===== src/rtl/imem_loader_pkg.sv =====
// Shared types and frame constants for the instruction-memory loader.
// Holds the loader FSM encoding and the helpers that classify its states.
package imem_loader_pkg;

  localparam int unsigned LEN_BYTES = 4;
  localparam int unsigned BYTE_W    = 8;
  localparam int unsigned WORD_W    = 32;
  localparam int unsigned IDX_W     = 2;

  typedef enum logic [2:0] {
    IDLE = 3'd0,
    LEN  = 3'd1,
    DATA = 3'd2,
    CSUM = 3'd3,
    DONE = 3'd4,
    ERR  = 3'd5
  } loader_state_t;

  // States in which the byte stream is open.
  function automatic logic accepts_bytes(input loader_state_t s);
    return (s == LEN) || (s == DATA) || (s == CSUM);
  endfunction

  // States in which a start pulse opens a new session.
  function automatic logic can_start(input loader_state_t s);
    return (s == IDLE) || (s == DONE) || (s == ERR);
  endfunction

endpackage


===== src/rtl/imem_loader_if.sv =====
// Byte-stream input and instruction-memory port-B write bus of the loader.
interface imem_loader_if #(
  parameter int unsigned ADDR_W = 12
);
  logic              s_valid;
  logic [7:0]        s_data;
  logic              s_ready;
  logic              mem_we;
  logic [ADDR_W-1:0] mem_addr;
  logic [31:0]       mem_wdata;

  // Producer of bytes and consumer of memory writes.
  modport master (
    output s_valid, s_data,
    input  s_ready, mem_we, mem_addr, mem_wdata
  );

  // The loader itself.
  modport slave (
    input  s_valid, s_data,
    output s_ready, mem_we, mem_addr, mem_wdata
  );
endinterface


===== src/rtl/imem_byte_packer.sv =====
// Assembles accepted bytes into little-endian 32-bit words.
// word_c shows the word with the incoming byte merged; word_ready_c marks its 4th byte.
module imem_byte_packer
  import imem_loader_pkg::*;
(
  input  logic              clk,
  input  logic              rst_n,
  input  logic              clr,
  input  logic              byte_en,
  input  logic [BYTE_W-1:0] byte_in,
  output logic [WORD_W-1:0] word_c,
  output logic              word_ready_c
);

  logic [IDX_W-1:0]  idx_q;
  logic [WORD_W-1:0] shreg_q;

  // Byte k of a word lands in bits [8k+7:8k].
  always_comb begin
    word_c = shreg_q;
    word_c[{idx_q, 3'b000} +: BYTE_W] = byte_in;
    word_ready_c = byte_en && (idx_q == IDX_W'(LEN_BYTES - 1));
  end

  always_ff @(posedge clk or negedge rst_n) begin
    if (!rst_n) begin
      idx_q   <= '0;
      shreg_q <= '0;
    end else if (clr) begin
      idx_q   <= '0;
      shreg_q <= '0;
    end else if (byte_en) begin
      idx_q   <= idx_q + IDX_W'(1);
      shreg_q <= word_c;
    end
  end

endmodule


===== src/rtl/imem_loader.sv =====
// Loads a length-prefixed, XOR-checksummed byte image into instruction memory
// through port B and keeps the core held until a verified image is in place.
module imem_loader
  import imem_loader_pkg::*;
#(
  parameter int unsigned ADDR_W        = 12,
  parameter bit          HOLD_AT_RESET = 1'b1
) (
  input  logic              clk,
  input  logic              rst_n,
  input  logic              start,
  imem_loader_if.slave      bus,
  output logic              core_hold,
  output logic              load_done,
  output logic              load_err,
  output logic [ADDR_W:0]   words_loaded
);

  localparam int unsigned       CNT_W     = ADDR_W + 1;
  localparam logic [WORD_W-1:0] MAX_WORDS = WORD_W'(1) << ADDR_W;

  loader_state_t state_q, state_d;

  logic              s_ready_q, s_ready_d;
  logic              mem_we_q, mem_we_d;
  logic [ADDR_W-1:0] mem_addr_q, mem_addr_d;
  logic [WORD_W-1:0] mem_wdata_q, mem_wdata_d;
  logic              core_hold_d, load_done_d, load_err_d;
  logic [CNT_W-1:0]  words_d;
  logic [CNT_W-1:0]  len_q, len_d;
  logic [BYTE_W-1:0] csum_q, csum_d;

  logic              accept_c;
  logic              start_c;
  logic              pk_en_c;
  logic              pk_clr_c;
  logic [WORD_W-1:0] pk_word_c;
  logic              pk_ready_c;
  logic              last_word_c;

  assign accept_c    = bus.s_valid && s_ready_q;
  assign start_c     = start && can_start(state_q);
  assign pk_en_c     = accept_c && ((state_q == LEN) || (state_q == DATA));
  assign pk_clr_c    = start_c;
  assign last_word_c = (words_loaded + CNT_W'(1)) == len_q;

  imem_byte_packer u_packer (
    .clk          (clk),
    .rst_n        (rst_n),
    .clr          (pk_clr_c),
    .byte_en      (pk_en_c),
    .byte_in      (bus.s_data),
    .word_c       (pk_word_c),
    .word_ready_c (pk_ready_c)
  );

  // State register.
  always_ff @(posedge clk or negedge rst_n) begin
    if (!rst_n) state_q <= IDLE;
    else        state_q <= state_d;
  end

  // Next-state logic.
  always_comb begin
    state_d = state_q;
    unique case (state_q)
      IDLE, DONE, ERR: begin
        if (start) state_d = LEN;
      end
      LEN: begin
        if (pk_ready_c) begin
          if (pk_word_c > MAX_WORDS)      state_d = ERR;
          else if (pk_word_c == '0)       state_d = CSUM;
          else                            state_d = DATA;
        end
      end
      DATA: begin
        if (pk_ready_c && last_word_c) state_d = CSUM;
      end
      CSUM: begin
        if (accept_c) state_d = (bus.s_data == csum_q) ? DONE : ERR;
      end
      default: state_d = IDLE;
    endcase
  end

  // Next values of the registered outputs and datapath.
  always_comb begin
    s_ready_d   = accepts_bytes(state_d);
    mem_we_d    = 1'b0;
    mem_addr_d  = mem_addr_q;
    mem_wdata_d = mem_wdata_q;
    core_hold_d = core_hold;
    load_done_d = load_done;
    load_err_d  = load_err;
    words_d     = words_loaded;
    len_d       = len_q;
    csum_d      = csum_q;

    if (start_c) begin
      core_hold_d = 1'b1;
      load_done_d = 1'b0;
      load_err_d  = 1'b0;
      words_d     = '0;
      csum_d      = '0;
    end

    if ((state_q == LEN) && pk_ready_c) len_d = CNT_W'(pk_word_c);

    // A word leaves on the cycle after its 4th byte; the index advances with it.
    if ((state_q == DATA) && pk_en_c) begin
      csum_d = csum_q ^ bus.s_data;
      if (pk_ready_c) begin
        mem_we_d    = 1'b1;
        mem_addr_d  = ADDR_W'(words_loaded);
        mem_wdata_d = pk_word_c;
        words_d     = words_loaded + CNT_W'(1);
      end
    end

    if ((state_d == DONE) && (state_q == CSUM)) begin
      core_hold_d = 1'b0;
      load_done_d = 1'b1;
    end
    if ((state_d == ERR) && (state_q != ERR)) begin
      core_hold_d = 1'b1;
      load_err_d  = 1'b1;
    end
  end

  always_ff @(posedge clk or negedge rst_n) begin
    if (!rst_n) begin
      s_ready_q    <= 1'b0;
      mem_we_q     <= 1'b0;
      mem_addr_q   <= '0;
      mem_wdata_q  <= '0;
      core_hold    <= HOLD_AT_RESET;
      load_done    <= 1'b0;
      load_err     <= 1'b0;
      words_loaded <= '0;
      len_q        <= '0;
      csum_q       <= '0;
    end else begin
      s_ready_q    <= s_ready_d;
      mem_we_q     <= mem_we_d;
      mem_addr_q   <= mem_addr_d;
      mem_wdata_q  <= mem_wdata_d;
      core_hold    <= core_hold_d;
      load_done    <= load_done_d;
      load_err     <= load_err_d;
      words_loaded <= words_d;
      len_q        <= len_d;
      csum_q       <= csum_d;
    end
  end

  assign bus.s_ready   = s_ready_q;
  assign bus.mem_we    = mem_we_q;
  assign bus.mem_addr  = mem_addr_q;
  assign bus.mem_wdata = mem_wdata_q;

endmodule


===== src/flat_wrapper.sv =====
// flat-port wrapper written by rule: the top's interface ports become plain ports
module imem_loader_flat import imem_loader_pkg::*;
#(
  parameter int unsigned ADDR_W        = 12,
  parameter bit          HOLD_AT_RESET = 1'b1
)
  (clk, rst_n, start, core_hold, load_done, load_err, words_loaded, bus_s_valid, bus_s_data, bus_s_ready, bus_mem_we, bus_mem_addr, bus_mem_wdata);
  imem_loader_if #(.ADDR_W(ADDR_W)) bus_i ();
  input  logic clk;
  input  logic rst_n;
  input  logic start;
  output logic core_hold;
  output logic load_done;
  output logic load_err;
  output logic [ADDR_W:0] words_loaded;
  input wire logic [$bits(bus_i.s_valid)-1:0] bus_s_valid;
  input wire logic [$bits(bus_i.s_data)-1:0] bus_s_data;
  output wire logic [$bits(bus_i.s_ready)-1:0] bus_s_ready;
  output wire logic [$bits(bus_i.mem_we)-1:0] bus_mem_we;
  output wire logic [$bits(bus_i.mem_addr)-1:0] bus_mem_addr;
  output wire logic [$bits(bus_i.mem_wdata)-1:0] bus_mem_wdata;
  assign bus_i.s_valid = bus_s_valid;
  assign bus_i.s_data = bus_s_data;
  assign bus_s_ready = bus_i.s_ready;
  assign bus_mem_we = bus_i.mem_we;
  assign bus_mem_addr = bus_i.mem_addr;
  assign bus_mem_wdata = bus_i.mem_wdata;
  imem_loader #(.ADDR_W(ADDR_W), .HOLD_AT_RESET(HOLD_AT_RESET)) u_core (.clk(clk), .rst_n(rst_n), .start(start), .bus(bus_i), .core_hold(core_hold), .load_done(load_done), .load_err(load_err), .words_loaded(words_loaded));
endmodule

===== config.mk =====
export PLATFORM = sky130hd
export DESIGN_NAME = imem_loader_flat
export DESIGN_NICKNAME = d
export VERILOG_FILES = /design/src/rtl/imem_loader_pkg.sv /design/src/rtl/imem_loader_if.sv /design/src/rtl/imem_byte_packer.sv /design/src/rtl/imem_loader.sv /design/src/flat_wrapper.sv
export SDC_FILE = /design/constraint.sdc
export NUM_CORES = 1
export LEC_CHECK = 0
export BUFFER_PORTS_ARGS = -buffer_cell sky130_fd_sc_hd__clkbuf_2
export CORE_ASPECT_RATIO = 2
export CORE_UTILIZATION = 62
export CTS_CLUSTER_SIZE = 8
export DETAILED_ROUTE_END_ITERATION = 8
export PLACE_DENSITY = 0.85
export SLEW_MARGIN = 30
export SYNTH_ARGS = -nofsm -noshare
export SYNTH_HDL_FRONTEND = slang
export SYNTH_SLANG_ARGS = --single-unit

===== constraint.sdc =====
create_clock -name clk -period 7.8 [get_ports clk]
set_input_delay 0.39 -clock clk [delete_from_list [all_inputs] [get_ports clk]]
set_output_delay 0.39 -clock clk [all_outputs]
set_load 0.1 [all_outputs]

==> reports/metrics.cfg <==
[run_status]
outcome=complete, no violations

[critical_path]
arrival_ns=3.32
crit_chain=inv_1, ha_1, nor4bb_2, or2_2, a211oi_1, a311oi_1, a211oi_2, o41a_2, a31oi_1
worstPathRequired_ns=8.13
r2r_start=u_core.u_packer.idx_q[0]
worstSetupEndpointType=flop
timing.rr.end=u_core.bus.s_ready
cp_slowest_cell=nor4bb_2
critPathMaxStageDelay_ns=0.76
start_kind=flop
crit_family=simple AND/OR/NAND/NOR gates
r2r_slack_ns=4.81
criticalPathCategory=reg -> reg
cp_num_buf_inv=1
worst-path-max-fanout=10
r2r_cells=9

[synth]
yosys.area_share.xor_xnor=0.0461
async_flop_share=1.00
synth.avg_cell_area_um2=9.54
yosys_most_used_dff=dfrtp_1
synthAdderAreaFrac=0.0132
ys_seq_area_frac=0.527
synthSimpleGateAreaFrac=0.199
synth.area.mux_share=0.00176
synth_top_family_by_area=simple AND/OR/NAND/NOR gates
netlist_area_um2=5700
synth_cell_types=55
yosys_warnings=0
synth_compound_area_frac=0.179
synth_edf_count=0
synth-seq-cells=120
syn_inst=598
synth.net_count=616

[finish]
drive_gt1_frac=0.184
multiInputGateArea_um2=2510
syn2layout_area_growth_pct=17.1
fin_cells=766
fin_nets=670
seq_area_um2=3000
fill_cells=643
insertedDiodeCount=0

[clock_tree]
holdBufCountCts=0
clk_pin_slew_ns=0.05
htreeDepth=4
clk_path_buf_depth=2
clk_latency_ns=0.41
clock-sinks=120
cts_setup_buffers=0
cts_resized=0
cts_tree=yes
cts_root_buf=clkbuf_16
cts_buffers=17

[sta]
tns_ns=0
max_freq_mhz=335
rsz0062_at_grt=no
finalCriticalPeriod_ns=2.99
drv_slew=0
worst_slack_ns=4.81
hold_ws_ns=0.00576
setup_viol=0
finalHoldViolCount=0
worst_pin_slew_ns=0.977
finClkSkew_ns=0.00806
post-route-period-util=0.383
slew_headroom=0.344

[routing]
viasPerCell=6.40
wl_um=14600
drtIter0Drc=299
routedWlPerCell_um=19.1
remaining_drc_errors=0
via_count=4900
drtPass1Iterations=5
antenna_left=0

[global_route]
antenna_found_initial=0
grt_pass1_wl_um=23400
track_usage=0.319
gr-usage-met1=0.339
grt_max_degree=78
grtUsageMet3=0.0753
grt.overflow.total=0
busiest_layer=met2
grt_pass1_vias=4905
use_met2=0.559

[pwr]
p_seq_frac=0.365
p_comb_frac=0.303
p_leak_uw=0.00325
p_clk_frac=0.332
swShare=0.351
ir_worst_vdd_mv=0.277
internal-power_uw=1560
p_switching_uw=844
powerDensity_nw_per_um2=360

[die]
initial_core_util=0.637
ios=74
placementRows=49
fp.dieH_um=138
core_area_um2=8950
die_area_um2=9610
dieWidth_um=69.8

[placed_design]
io_buffers=73
pre_cts_slack_ns=4.78
dp_hpwl_um=10100
placed_cells=735
gp_congestion=0.912

[job]
maxCapViolations=0

[worst_hold_path]
hold_path_class=in -> async

[registers in the layout, summed over array words and instances, names as in the netlist]
| signal | flops |
|---|---|
| u_core.bus.mem_addr | 12 |
| u_core.bus.mem_wdata | 32 |
| u_core.bus.mem_we | 1 |
| u_core.bus.s_ready | 1 |
| u_core.core_hold | 1 |
| u_core.csum_q | 8 |
| u_core.len_q | 13 |
| u_core.load_done | 1 |
| u_core.load_err | 1 |
| u_core.state_q | 3 |
| u_core.u_packer.idx_q | 2 |
| u_core.u_packer.shreg_q | 32 |
| u_core.words_loaded | 13 |
[Yosys cell counts (8+ instances only)]
library cell	number	share of area
a22o_1	31	0.048
clkbuf_1	31	0.020
nor4_1	9	0.0099
dfrtp_1	119	0.52
o21ai_0	67	0.059
nand3_1	20	0.018
xor2_1	12	0.018
nor2b_1	8	0.0088
a21oi_1	19	0.017
xnor2_1	18	0.028
nor2_1	47	0.031
nand2_1	105	0.069
a221oi_1	11	0.017
[kinds of logic after synthesis]
group / count (synthesis)
and+or+nand+nor: 237
AOI/OAI and AO/OA: 155
DFF: 120
buffers and inverters: 49
xor gates and xnor gates: 30
adders and majority gates: 6
muxes: 1
[metal layers]
layer / part of all wire / up-vias
met5: 0 / -
met4: 0.051 / 0
met3: 0.047 / 55
met2: 0.54 / 229
met1: 0.36 / 2405
li1: - / 2211
[power by group through the flow]
stage | logic, uW | registers [uW] | clock network (uW)
2_1_floorplan | 482 | 921 | 0
3_3_place_gp | 681 | 868 | 0
3_5_place_dp | 710 | 877 | 0
4_1_cts | 720 | 871 | 805
5_1_grt | 785 | 888 | 830
6_report | 729 | 877 | 799
[metrics by stage]
step / total power (uW) / area [um^2] / util
floorplan: 1400 / 5700 / -
finish: 2400 / 6680 / 0.746
global placement: 1550 / 6060 / 0.677
global route: 2500 / 6680 / 0.746
CTS: 2400 / 6670 / 0.745
detailed placement: 1590 / 6060 / 0.677
[placed cells by master (no fill, tap or decap), types with 3 or more instances in the layout]
cell type  count
ha_1           6
xor2_1        12
bufinv_16      3
clkbuf_2      72
a22oi_1        6
clkbuf_16     17
inv_1          7
nand4_1        6
dfrtp_1      119
a22o_1        31
a221oi_1      11
buf_4          5
a31oi_1        4
nor2_1        47
nor4_1         9
o31ai_1        3
o21ai_0       67
nor3_2         3
nand3_1       20
and2_1         4
nand2b_1       5
nor3b_1        3
clkbuf_1       3
nand2_1      104
nor2b_1        8
clkbuf_8       4
or3_1          3
nor3_1         6
xnor2_1       18
a21oi_1       19
[cell type report]
| cell class | instances | share of cell area |
|---|---|---|
| timing repair buffer | 77 | 0.0596 |
| sequential | 120 | 0.450 |
| inverter | 7 | 0.00394 |
| clock inverter | 7 | 0.0174 |
| multi-input combinational | 429 | 0.376 |
| clock buffer | 24 | 0.0737 |
| tap | 102 | 0.0191 |
[worst max-delay path by stage]
| stage | endpoint | cells past startpoint | startpoint | slack [ns] |
|---|---|---|---|---|
| 2_1_floorplan | u_core.bus.s_ready | 8 | u_core.words_loaded[0] | 4.82 |
| 3_5_place_dp | u_core.bus.s_ready | 9 | u_core.u_packer.idx_q[0] | 4.78 |
| 6_report | u_core.bus.s_ready | 9 | u_core.u_packer.idx_q[0] | 4.81 |
| 5_1_grt | u_core.load_err | 9 | u_core.u_packer.idx_q[0] | 4.62 |
| 3_3_place_gp | u_core.bus.s_ready | 9 | u_core.u_packer.idx_q[0] | 4.82 |
| 4_1_cts | u_core.bus.s_ready | 9 | u_core.u_packer.idx_q[0] | 4.77 |
No activity file was read; power rests on OpenSTA's default activity.
